### src/rtl/fc_scheduler.sv
`default_nettype none
// ============================================================================
// Module   : fc_scheduler
// Purpose  : Time-multiplexed sequencer for the fully connected stage. One
//            shared Q16.16 multiply-accumulate walks every output neuron and
//            every flattened input, issuing read addresses to the activation,
//            weight and bias memories and returning one result per neuron
//            over a valid/ready handshake.
// Revision : 1.0 - initial release
// ============================================================================
module fc_scheduler #(
    parameter int INPUT_SIZE  = 256,
    parameter int NUM_OUTPUTS = 10,
    parameter int DATA_W      = 32,
    parameter int FRAC_BITS   = 16,
    parameter int AW_ACT      = $clog2(INPUT_SIZE),
    parameter int AW_WT       = $clog2(INPUT_SIZE * NUM_OUTPUTS),
    parameter int AW_OUT      = $clog2(NUM_OUTPUTS)
) (
    input  logic              clk,
    input  logic              rst,
    input  logic              start,
    output logic              busy,
    output logic              done,
    output logic              mem_re,
    output logic [AW_ACT-1:0] act_addr,
    input  logic [DATA_W-1:0] act_rdata,
    output logic [AW_WT-1:0]  wt_addr,
    input  logic [DATA_W-1:0] wt_rdata,
    output logic [AW_OUT-1:0] bias_addr,
    input  logic [DATA_W-1:0] bias_rdata,
    output logic              out_valid,
    input  logic              out_ready,
    output logic [AW_OUT-1:0] out_index,
    output logic [DATA_W-1:0] out_data
);

    // Last MAC index, and the last index for which a further read is issued.
    // INPUT_SIZE is assumed to be at least 2.
    localparam logic [AW_ACT-1:0] c_LAST_C = AW_ACT'(INPUT_SIZE - 1);
    localparam logic [AW_ACT-1:0] c_PRE_C  = AW_ACT'(INPUT_SIZE - 2);
    localparam logic [AW_OUT-1:0] c_LAST_O = AW_OUT'(NUM_OUTPUTS - 1);

    typedef enum logic [2:0] {
        S_IDLE = 3'd0,
        S_BIAS = 3'd1,
        S_MAC  = 3'd2,
        S_EMIT = 3'd3,
        S_DONE = 3'd4
    } state_t;

    state_t r_state;
    state_t w_state_nxt;

    logic [AW_OUT-1:0] r_o;
    logic [AW_ACT-1:0] r_c;
    logic [AW_ACT-1:0] r_act_addr;
    logic [AW_WT-1:0]  r_wt_addr;
    logic [AW_OUT-1:0] r_bias_addr;
    logic [DATA_W-1:0] r_acc;

    logic signed [2*DATA_W-1:0] w_full;
    logic        [DATA_W-1:0]   w_prod;
    logic        [DATA_W-1:0]   w_acc_base;

    // Full-precision product; the arithmetic shift drops fractional bits
    // toward minus infinity and the cast keeps the Q16.16 window.
    assign w_full     = $signed(act_rdata) * $signed(wt_rdata);
    assign w_prod     = DATA_W'(w_full >>> FRAC_BITS);
    assign w_acc_base = (r_c == '0) ? bias_rdata : r_acc;

    // State register.
    always_ff @(posedge clk) begin
        if (rst) begin
            r_state <= S_IDLE;
        end else begin
            r_state <= w_state_nxt;
        end
    end

    // Next-state and control outputs decoded from the current state.
    always_comb begin
        w_state_nxt = r_state;
        mem_re      = 1'b0;
        busy        = 1'b1;
        done        = 1'b0;
        out_valid   = 1'b0;
        case (r_state)
            S_IDLE: begin
                busy = 1'b0;
                if (start) begin
                    w_state_nxt = S_BIAS;
                end
            end
            S_BIAS: begin
                mem_re      = 1'b1;
                w_state_nxt = S_MAC;
            end
            S_MAC: begin
                if (r_c != c_LAST_C) begin
                    mem_re = 1'b1;
                end else begin
                    w_state_nxt = S_EMIT;
                end
            end
            S_EMIT: begin
                out_valid = 1'b1;
                if (out_ready) begin
                    w_state_nxt = (r_o == c_LAST_O) ? S_DONE : S_BIAS;
                end
            end
            S_DONE: begin
                done        = 1'b1;
                w_state_nxt = S_IDLE;
            end
            default: begin
                busy        = 1'b0;
                w_state_nxt = S_IDLE;
            end
        endcase
    end

    // Counters, address generators and accumulator. Addresses are
    // pre-advanced one cycle ahead so that each MAC cycle consumes the data
    // requested in the previous cycle; the weight address simply counts on
    // across neurons, so no multiplier is needed.
    always_ff @(posedge clk) begin
        if (rst) begin
            r_o         <= '0;
            r_c         <= '0;
            r_act_addr  <= '0;
            r_wt_addr   <= '0;
            r_bias_addr <= '0;
            r_acc       <= '0;
        end else begin
            case (r_state)
                S_IDLE: begin
                    if (start) begin
                        r_o         <= '0;
                        r_act_addr  <= '0;
                        r_wt_addr   <= '0;
                        r_bias_addr <= '0;
                    end
                end
                S_BIAS: begin
                    r_c        <= '0;
                    r_act_addr <= r_act_addr + 1'b1;
                    r_wt_addr  <= r_wt_addr + 1'b1;
                end
                S_MAC: begin
                    r_acc <= w_acc_base + w_prod;
                    if (r_c != c_LAST_C) begin
                        r_c <= r_c + 1'b1;
                    end
                    if (r_c < c_PRE_C) begin
                        r_act_addr <= r_act_addr + 1'b1;
                        r_wt_addr  <= r_wt_addr + 1'b1;
                    end
                end
                S_EMIT: begin
                    if (out_ready && (r_o != c_LAST_O)) begin
                        r_o         <= r_o + 1'b1;
                        r_bias_addr <= r_o + 1'b1;
                        r_act_addr  <= '0;
                        r_wt_addr   <= r_wt_addr + 1'b1;
                    end
                end
                default: begin
                end
            endcase
        end
    end

    assign act_addr  = r_act_addr;
    assign wt_addr   = r_wt_addr;
    assign bias_addr = r_bias_addr;
    assign out_data  = r_acc;
    assign out_index = r_o;

endmodule
`default_nettype wire
### config.mk
export PLATFORM = sky130hd
export DESIGN_NAME = fc_scheduler
export DESIGN_NICKNAME = d
export VERILOG_FILES = /design/src/rtl/fc_scheduler.sv
export SDC_FILE = /design/constraint.sdc
export NUM_CORES = 2
export LEC_CHECK = 0
export BUFFER_PORTS_ARGS = -buffer_cell sky130_fd_sc_hd__buf_2
export CAP_MARGIN = 25
export CELL_PAD_IN_SITES_DETAIL_PLACEMENT = 1
export CELL_PAD_IN_SITES_GLOBAL_PLACEMENT = 1
export CORE_MARGIN = 3
export CORE_UTILIZATION = 51
export CTS_CLUSTER_DIAMETER = 50
export DETAILED_ROUTE_END_ITERATION = 10
export HOLD_SLACK_MARGIN = 0.03
export PLACE_DENSITY = 0.9
export SYNTH_ARGS = -nofsm -noshare
export SYNTH_HDL_FRONTEND = slang
export SYNTH_SLANG_ARGS = --single-unit
### constraint.sdc
create_clock -name clk -period 12.4 [get_ports clk]
set_input_delay 0.62 -clock clk [delete_from_list [all_inputs] [get_ports clk]]
set_output_delay 0.62 -clock clk [all_outputs]
set_load 0.01 [all_outputs]
==> results.toml <==
[finish]
drive_above_1_share = 0.0635
fin_nets = 4786
area_delta_synth_final_pct = 4.46
multi_input_area_mm2 = 0.0281
area.sequential_mm2 = 0.00134
fillers = 7397

[worst_setup_path]
startpoint_type = "input port"
crit_arrival_ns = 10.49
cp.required_ns = 12.58
crit_fanout = 32
worst_r2r_path_depth = 18
cpPeakStageDelay_ns = 0.56
cp_top_family = "adder cells"
crit_buf_inv = 5
crit_top_cell = "fa_1"
path_class = "input port to register"
crit_path_end_kind = "register"
slowest_stage = "fa_1"
cp_num_cells = 36

[floorplan]
pin_count = 164
initial_core_util = 0.521
rows = 92
coreArea_mm2 = 0.0638
die_area_mm2 = 0.0683
die_h_um = 261
die_w_um = 261

[global_route]
use_met2 = 0.623
use_met3 = 0.0437
antenna_found_initial = 3
grt.busiest_layer = "met2"
use_met1 = 0.347
grt_usage = 0.347
grt_max_degree = 47
grt_overflow = 0
grt_pass1_vias = 31700
grt_pass1_wl_mm = 178

[logic_synthesis]
synthArstFlopShare = 0
yosys_warnings = 0
ys_types = 62
synth-seq-cells = 67
avgSynthCellArea_um2 = 9.09
ys.flop_type = "dfxtp_1"
syn-cell-area_mm2 = 0.0333
ys_seq_area_frac = 0.0403
synth_edf_count = 0
synth_fp_nets = 4799
netlist_instances = 3660

[timing]
worst_pin_slew_ns = 0.935
hold_viol_final = 0
setup_violations = 0
rsz0062_at_grt = "false"
fmax_mhz = 97.0
fin_skew_ns = 0.00992
max_slew_margin = 0.377
period_minus_slack_ns = 10.31
finalSetupTns_ns = 0
finalCritPeriodShare = 0.832
slew_violations = 0

[detailed_routing]
wirelength_mm = 115
avgViaCountPerCell = 5.84
drt_pass1_iterations = 6
via_count = 26300
drt.antenna.violating_nets = 0
route.detailed.drc = 0
wl_per_cell_um = 25.6
drt_iter0_drc = 1638

[clock_tree]
cts_resized = 0
clockRootBuffer = "clkbuf_16"
cts_tree = "yes"
hold_buffers = 0
clk_pin_slew_ns = 0.06
post_cts_buffers = 0
cts_buffers = 9
clock_latency_ns = 0.33
cts.htree.levels = 3
clockBufferDepth = 2
clock-sinks = 67

[job]
max_cap_viol_count = 0

[worst_hold_path]
hold_path.class = "register to register"
hold_path_depth = 2

[placement]
port-buffer-count = 163
gp_congestion = 0.873
dpl.hpwl_mm = 90.9

[run_status]
status = "complete, no violations"
path summary, 6_finish.rpt:
kind | startpoint | endpoint | slack, ns
max | act_rdata[15] | out_data[30] | 2.09
min | out_data[2] | out_data[2] | 0.46
max reg2reg | r_c[0] | out_data[30] | 7.55
min reg2reg | out_data[2] | out_data[2] | 0.46
state kept, by name, summed over array words and instances, names as in the netlist:
register,flops
out_data,32
wt_addr,12
bias_addr,4
r_state,3
r_c,8
act_addr,8
worst min-delay path, cell delays in order (launching register included):
cell	delay [ns]
dfxtp_1	0.32
nand2_1	0.05
a21oi_1	0.05
logic make-up (layout without fill, tap and decap cells):
logic type | count (synthesis) | after routing | synth area share
compound gates | 218 | 218 | 0.0424
xor+xnor | 115 | 115 | 0.0305
fa+ha+maj | 1039 | 1039 | 0.580
buf+inv | 1012 | 1004 | 0.115
flops | 67 | 67 | 0.0403
mux | 37 | 37 | 0.0123
other cells | 0 | 3 | 0
simple gates | 1172 | 1172 | 0.179
synthesized netlist by cell type (all sizes together) (31+ instances only):
| cell type | instances | share of area |
|---|---|---|
| xnor2 | 76 | 0.020 |
| inv | 820 | 0.093 |
| ha | 200 | 0.075 |
| fa | 839 | 0.51 |
| nand2 | 477 | 0.054 |
| o21ai | 33 | 0.0050 |
| and2 | 496 | 0.093 |
| nor2 | 71 | 0.0080 |
| mux2 | 31 | 0.010 |
| clkbuf | 180 | 0.020 |
| a21oi | 82 | 0.013 |
| dfxtp | 67 | 0.040 |
| xor2 | 39 | 0.010 |
cells in the final DEF, fill, tap and decap left out, drive strengths merged, types with 9 or more instances in the layout:
master,instances
fa,839
inv,822
and2,496
nand2,477
ha,200
buf,168
a21oi,82
xnor2,76
nor2,71
dfxtp,67
xor2,39
o21ai,33
mux2,31
a21o,27
nand4,20
o21a,19
nor2b,19
nor3,17
and3,16
nand2b,16
a211oi,15
nand3,12
clkbuf,9
layer usage:
metal | vias up | share of wire | routed length [µm]
li1 | 10600 | - | -
met5 | - | 0.00010 | 12
met3 | 705 | 0.054 | 6190
met1 | 13600 | 0.31 | 35800
met2 | 1384 | 0.52 | 60300
met4 | 2 | 0.11 | 13200
final cells by class:
class / instances / share of cell area
clock inverters: 7 / 0.00220
well taps: 846 / 0.0305
flip-flops and latches: 67 / 0.0386
inverters: 820 / 0.0886
clock buffers: 9 / 0.00648
repair buffers: 168 / 0.0246
multi-input cells: 2581 / 0.809
diodes: 3 / 0.000216
metrics by stage:
step	cells	area (µm²)	utilization	hold slack (ns)	setup WS, ns
final	4501	34700	0.545	0.465	2.09
after global routing	4500	34700	0.545	0.489	1.60
after CTS	4498	34700	0.545	0.467	2.22
after detailed placement	4482	34400	0.540	0.458	1.87
after global placement	4482	34400	0.540	0.455	2.23
after floorplan	3660	33300	-	0.471	3.28
Power is not shown: default switching activity piles up to over one toggle a cycle in this logic, so the estimate is an artifact.
